**src/rtl/imm_gen_stage.sv**
```systemverilog
// Immediate generation stage: decodes RV32I/RV64I immediates and the
// PC-relative target, buffered in a small FIFO toward execute.
module imm_gen_stage #(
  parameter int DATA_WIDTH = 64,
  parameter int DEPTH      = 2
) (
  input  logic                         clk_i,
  input  logic                         rst_n_i,
  input  logic                         in_valid_i,
  output logic                         in_ready_o,
  input  logic [31:0]                  inst_i,
  input  logic [DATA_WIDTH-1:0]        pc_i,
  input  logic                         flush_i,
  output logic                         out_valid_o,
  input  logic                         out_ready_i,
  output logic [DATA_WIDTH-1:0]        imme_o,
  output logic [DATA_WIDTH-1:0]        pc_imm_o,
  output logic [2:0]                   imm_type_o,
  output logic                         illegal_o,
  output logic [$clog2(DEPTH+1)-1:0]   count_o
);

  localparam int DW = DATA_WIDTH;
  localparam int CW = $clog2(DEPTH+1);
  localparam int PW = $clog2(DEPTH);
  localparam logic IS64 = (DATA_WIDTH == 64);
  localparam logic [CW-1:0] FULL = CW'(DEPTH);

  localparam logic [6:0] OP_IMM   = 7'h13;
  localparam logic [6:0] OP_LOAD  = 7'h03;
  localparam logic [6:0] OP_JALR  = 7'h67;
  localparam logic [6:0] OP_IMM32 = 7'h1b;
  localparam logic [6:0] OP_STORE = 7'h23;
  localparam logic [6:0] OP_BR    = 7'h63;
  localparam logic [6:0] OP_LUI   = 7'h37;
  localparam logic [6:0] OP_AUIPC = 7'h17;
  localparam logic [6:0] OP_JAL   = 7'h6f;
  localparam logic [6:0] OP_SYS   = 7'h73;
  localparam logic [6:0] OP_OP    = 7'h33;
  localparam logic [6:0] OP_OP32  = 7'h3b;
  localparam logic [6:0] OP_FENCE = 7'h0f;

  typedef enum logic [2:0] {
    T_NONE, T_I, T_S, T_B, T_U, T_J, T_Z, T_SH
  } imm_t;

  typedef struct packed {
    logic [DW-1:0] imm;
    logic [DW-1:0] pc_imm;
    imm_t          typ;
    logic          ill;
  } ent_t;

  function automatic logic [DW-1:0] sx(input logic [31:0] v);
    return DW'($signed(v));
  endfunction

  logic [6:0]    w_op;
  logic [2:0]    w_f3;
  logic          w_sh;
  logic [DW-1:0] w_imm;
  imm_t          w_typ;
  logic          w_ill;
  logic [DW-1:0] w_i;
  ent_t          w_ent;

  assign w_op = inst_i[6:0];
  assign w_f3 = inst_i[14:12];
  assign w_sh = (w_f3 == 3'b001) || (w_f3 == 3'b101);
  assign w_i  = sx({{20{inst_i[31]}}, inst_i[31:20]});

  always_comb begin
    w_imm = '0;
    w_typ = T_NONE;
    w_ill = 1'b0;
    unique case (1'b1)
      w_op == OP_IMM: begin
        if (w_sh) begin
          w_typ = T_SH;
          w_imm = IS64 ? DW'(inst_i[25:20]) : DW'(inst_i[24:20]);
        end else begin
          w_typ = T_I;
          w_imm = w_i;
        end
      end
      (w_op == OP_LOAD) || (w_op == OP_JALR): begin
        w_typ = T_I;
        w_imm = w_i;
      end
      IS64 && (w_op == OP_IMM32): begin
        if (w_sh) begin
          w_typ = T_SH;
          w_imm = DW'(inst_i[24:20]);
        end else begin
          w_typ = T_I;
          w_imm = w_i;
        end
      end
      w_op == OP_STORE: begin
        w_typ = T_S;
        w_imm = sx({{20{inst_i[31]}}, inst_i[31:25],
                    inst_i[11:7]});
      end
      w_op == OP_BR: begin
        w_typ = T_B;
        w_imm = sx({{19{inst_i[31]}}, inst_i[31], inst_i[7],
                    inst_i[30:25], inst_i[11:8], 1'b0});
      end
      (w_op == OP_LUI) || (w_op == OP_AUIPC): begin
        w_typ = T_U;
        w_imm = sx({inst_i[31:12], 12'b0});
      end
      w_op == OP_JAL: begin
        w_typ = T_J;
        w_imm = sx({{11{inst_i[31]}}, inst_i[31], inst_i[19:12],
                    inst_i[20], inst_i[30:21], 1'b0});
      end
      w_op == OP_SYS: begin
        if (w_f3 != 3'b000) begin
          w_typ = T_Z;
          w_imm = DW'(inst_i[19:15]);
        end else begin
          w_typ = T_I;
          w_imm = w_i;
        end
      end
      (w_op == OP_OP) || (w_op == OP_FENCE) ||
      (IS64 && (w_op == OP_OP32)): begin
        w_typ = T_NONE;
      end
      default: w_ill = 1'b1;
    endcase
  end

  always_comb begin
    w_ent        = '0;
    w_ent.imm    = w_imm;
    w_ent.typ    = w_typ;
    w_ent.ill    = w_ill;
    if ((w_typ == T_B) || (w_typ == T_J) || (w_op == OP_AUIPC))
      w_ent.pc_imm = pc_i + w_imm;
  end

  ent_t          r_mem [DEPTH];
  ent_t          r_last;
  logic [PW-1:0] r_wp;
  logic [PW-1:0] r_rp;
  logic [CW-1:0] r_cnt;
  logic          w_push;
  logic          w_pop;
  ent_t          w_head;

  assign in_ready_o  = (r_cnt < FULL);
  assign out_valid_o = (r_cnt != '0);
  assign w_push = in_valid_i && in_ready_o && !flush_i;
  assign w_pop  = out_valid_o && out_ready_i && !flush_i;

  always_ff @(posedge clk_i) begin
    if (w_push) r_mem[r_wp] <= w_ent;
  end

  always_ff @(posedge clk_i or negedge rst_n_i) begin
    if (!rst_n_i) begin
      r_wp   <= '0;
      r_rp   <= '0;
      r_cnt  <= '0;
      r_last <= '0;
    end else if (flush_i) begin
      r_wp  <= '0;
      r_rp  <= '0;
      r_cnt <= '0;
    end else begin
      if (w_push) r_wp <= r_wp + PW'(1);
      if (w_pop) begin
        r_rp   <= r_rp + PW'(1);
        r_last <= r_mem[r_rp];
      end
      unique case ({w_push, w_pop})
        2'b10:   r_cnt <= r_cnt + CW'(1);
        2'b01:   r_cnt <= r_cnt - CW'(1);
        default: r_cnt <= r_cnt;
      endcase
    end
  end

  // Empty FIFO shows the last popped entry, not a stale slot.
  assign w_head     = out_valid_o ? r_mem[r_rp] : r_last;
  assign imme_o     = w_head.imm;
  assign pc_imm_o   = w_head.pc_imm;
  assign imm_type_o = w_head.typ;
  assign illegal_o  = w_head.ill;
  assign count_o    = r_cnt;

endmodule

```
**config.mk**
```make
export PLATFORM = sky130hd
export DESIGN_NAME = imm_gen_stage
export DESIGN_NICKNAME = d
export VERILOG_FILES = /design/src/rtl/imm_gen_stage.sv
export SDC_FILE = /design/constraint.sdc
export NUM_CORES = 1
export LEC_CHECK = 0
export ABC_CLOCK_PERIOD_IN_PS = 11020
export CORE_MARGIN = 3
export CORE_UTILIZATION = 57
export CTS_BUF_LIST = sky130_fd_sc_hd__clkbuf_4 sky130_fd_sc_hd__clkbuf_8
export DETAILED_ROUTE_END_ITERATION = 10
export GPL_TIMING_DRIVEN = 0
export PLACE_DENSITY = 0.83
export SYNTH_ARGS = -nofsm -noshare
export SYNTH_HDL_FRONTEND = slang
export SYNTH_SLANG_ARGS = --single-unit
```
**constraint.sdc**
```tcl
create_clock -name clk_i -period 11.02 [get_ports clk_i]
set_input_delay 1.102 -clock clk_i [delete_from_list [all_inputs] [get_ports clk_i]]
set_output_delay 1.102 -clock clk_i [all_outputs]
set_load 0.005 [all_outputs]
```
==> out/metrics.cfg <==
[outcome]
run_status=finished, final reports clean

[synthesis]
synth_area_leader_cell=sky130_fd_sc_hd__edfxtp_1
syn_area_um2=16740
ys_ff_latch=304
synthArstFlopShare_pct=34.21
yosys.cell_types.count=71
synth.yosys.warnings=0
synthTopCellsByArea=sky130_fd_sc_hd__edfxtp_1 (36%), sky130_fd_sc_hd__dfrtp_1 (16%), sky130_fd_sc_hd__a21oi_1 (8.3%)
yosysTopAreaCellShare_pct=35.87
ys_seq_area_share_pct=51.42
postSynth.topFlopCell=sky130_fd_sc_hd__edfxtp_1
edff_count_synth=200
syn_nets=1841
synthesized_area_divided_by_synthesized_cell_count_um2=9.989
post_synthesis_cell_count=1676

[grt]
first_global_vias=13957
grt-ovfl-total=0
wire_length_of_the_first_global_routing_pass_um=74930
antenna_found_initial=0
grt_usage_pct=30.55
largest_net_degree_at_the_start_of_global_routing=55

[clock_network]
clk-insertion-delay-late_ps=580
tritoncts_clock_tree=yes
cts-htree-levels=2
post_cts_resize_count=0
clock_path_buffers=3
clk_pin_slew_ps=60
clock-sinks=304
cts_hold_buffers=0
cts_buffers=49
clk_root_buffer_cell=sky130_fd_sc_hd__clkbuf_8
cts_post_setup_buffers_inserted=0

[layout]
area_growth_syn_to_layout_pct=25.14
mostFrequentLayoutCell=sky130_fd_sc_hd__nor2_1
most-common-layout-cells=sky130_fd_sc_hd__nor2_1 (308), sky130_fd_sc_hd__a21oi_1 (276), sky130_fd_sc_hd__clkdlybuf4s50_1 (233), sky130_fd_sc_hd__edfxtp_1 (200), sky130_fd_sc_hd__dfrtp_1 (104)
layout.cell_area.non_filler_um2=20950
drive_above_1_share_pct=8.938
antenna_cells=0
final_core_occ_pct=72.60
layout.nets=2150
fill_cells=2109

[sta]
setup-violations-final=0
slew_violations=0
period_share_pct=57.02
slew_hr_pct=19.11
worst_tran_pin_value_ps=1213
post-route-worst-setup-slack_ps=4736
achievable-frequency_mhz=159.1
post_route_clock_skew_ps=23.53
rsz0062_at_grt=no
period_needed_ps=6284
finalHoldViolations=0

[worst_setup_path]
cp-startpoint=inst_i[6]
max_stage_delay_ps=680
crit_chain=clkdlybuf4s50_1 -> and2_4 -> nand4_2 -> or4_4 -> o21a_1 -> o21ai_0 -> ha_1 -> inv_1 -> fa_1 -> nand2b_1 -> a21oi_1 -> o211ai_1 -> a21oi_1 -> o21ai_1 -> a21oi_1 -> o211ai_1 -> a21oi_1 -> mux2i_1 -> o211ai_1
arrival_ps=6570
critPathSlowestCell=sky130_fd_sc_hd__o21ai_0
critPathCaptureType=flip-flop
cp-start-kind=input pin
kind_of_cell_adding_the_most_delay_to_the_critical_path=compound AO/OA/AOI/OAI gates
worstPathBufferInverterCount=2
critical-path-top-cell-by-count=sky130_fd_sc_hd__a21oi_1
critical_path.max_fanout=8
worstSetupPathType=input pin to flip-flop
cp.required_ps=11310
reg_to_reg_start=count_o[0]$_DFFE_PN0P_

[placed_design]
dpl-instance-area_um2=19900
dpl.hpwl_um=36710
placement.io_buffers=234
gp_congestion=0.9730
dpl_worst_slack_ps=4241

[die]
chipHeight_um=177.4
row_count=62
die_area_um2=31470
floorplan.die.width_um=177.4
effective_utilization_at_floorplan_pct=58.02
core_area_um2=28860
floorplan.io_pins=237

[pwr]
power_frac_clock_pct=31.6
power_switching_share_pct=27.63
pwr-share-seq_pct=43.5
post-layout-total-power_uw=3246
power-per-cell-area_nw_per_um2=154.9
p_sw_uw=896.6
static-leakage-power_uw=0.008165
p_comb_share_pct=24.8
cell_internal_pwr_uw=2349
irDropWorstVdd_mv=0.1075

[detailed_routing]
routed_wl_um=48800
avgRoutedWirePerCell_um=20.26
dr.first_iter.drc_count=1395
routed-via-count=14364
drt-vias-per-instance=5.963
postRouteAntennaNets=0
post-route-drc-count=0
drt_pass1_iterations=7

[worst_hold_path]
min-delay-path-class=flip-flop to flip-flop
timing.hold.worst.start=r_last[50]$_DFFE_PN0P_

[job]
max_cap_viol_count=0

## worst register-to-register path, delay by kind of cell (launching register included)
kind            cells  cell delay, ps
compound gates      1             160
buf+inv             3            1510
flops               1             440
simple gates        4             470
## layout make-up
type,count,area (µm²),share of cell area (%)
clock buffers,73,904.6,4.318
multi-input cells,1212,7398,35.31
flip-flops and latches,304,8608,41.09
repair buffers,258,2665,12.72
plain buffers,131,640.6,3.058
inverters,29,108.9,0.5196
well taps,384,480.5,2.293
clock inverters,18,145.1,0.6927
## kinds of logic after synthesis
logic type | Yosys count | share of synthesized area, %
adders and majority gates | 64 | 4.828
DFF | 304 | 51.42
muxes | 103 | 6.158
AOI/OAI and AO/OA | 473 | 16.75
xor gates and xnor gates | 57 | 2.982
buffers and inverters | 160 | 4.477
and+or+nand+nor | 515 | 13.39
## power groups by stage
| stage | Sequential, µW | Clock, µW | Combinational (µW) |
|---|---|---|---|
| floorplan | 1420 | 0 | 399 |
| global placement | 1430 | 0 | 768 |
| detailed placement | 1430 | 0 | 801 |
| CTS | 1410 | 1030 | 807 |
| global route | 1420 | 1090 | 879 |
| finish | 1410 | 1030 | 806 |
## worst paths after layout
| check | endpoint | depth (start not counted) | slack, ps |
|---|---|---|---|
| max in group asynchronous | r_last[79]$_DFFE_PN0P_ | 2 | 9700 |
| min in group asynchronous | r_last[35]$_DFFE_PN0P_ | 1 | 590 |
| min reg2reg | r_last[50]$_DFFE_PN0P_ | 2 | 530 |
| max | r_mem[0][66]$_DFFE_PP_ | 19 | 4740 |
| min | r_last[50]$_DFFE_PN0P_ | 2 | 530 |
| max reg2reg | r_last[90]$_DFFE_PN0P_ | 8 | 8350 |
## layer usage
metal  routed length, µm  part of all wire, %  GRT usage [%]
met4                1887                  3.9          11.71
met5                   0                    0              0
met1               20070                   41          42.12
met2               22420                   46          49.52
met3                4421                  9.1          4.151
## cell usage after synthesis (14+ instances only)
| master | count |
|---|---|
| sky130_fd_sc_hd__ha_1 | 63 |
| sky130_fd_sc_hd__xor2_1 | 28 |
| sky130_fd_sc_hd__edfxtp_1 | 200 |
| sky130_fd_sc_hd__nand4_1 | 23 |
| sky130_fd_sc_hd__nor3_1 | 26 |
| sky130_fd_sc_hd__nand3_1 | 21 |
| sky130_fd_sc_hd__a21o_1 | 47 |
| sky130_fd_sc_hd__o21ai_0 | 45 |
| sky130_fd_sc_hd__mux2i_1 | 103 |
| sky130_fd_sc_hd__nor2_1 | 308 |
| sky130_fd_sc_hd__nand2_1 | 73 |
| sky130_fd_sc_hd__a21oi_1 | 277 |
| sky130_fd_sc_hd__inv_1 | 29 |
| sky130_fd_sc_hd__buf_4 | 33 |
| sky130_fd_sc_hd__clkbuf_1 | 80 |
| sky130_fd_sc_hd__dfrtp_1 | 104 |
| sky130_fd_sc_hd__buf_2 | 14 |
| sky130_fd_sc_hd__xnor2_1 | 29 |
## stage by stage
step / setup TNS, ps / cells / hold WS, ps
6_report: 0 / 2409 / 528.8
3_5_place_dp: 0 / 2318 / 519.0
3_3_place_gp: -449270 / 2294 / 506.4
4_1_cts: 0 / 2409 / 530.8
5_1_grt: 0 / 2409 / 540.5
2_1_floorplan: 0 / 1676 / 495.6
## registers in the layout, summed over array words and instances, names as in the netlist
signal / cells
count_o: 2
r_rp: 1
r_wp: 1
r_mem: 200
r_last: 100
(Power assumes the default switching activity.)
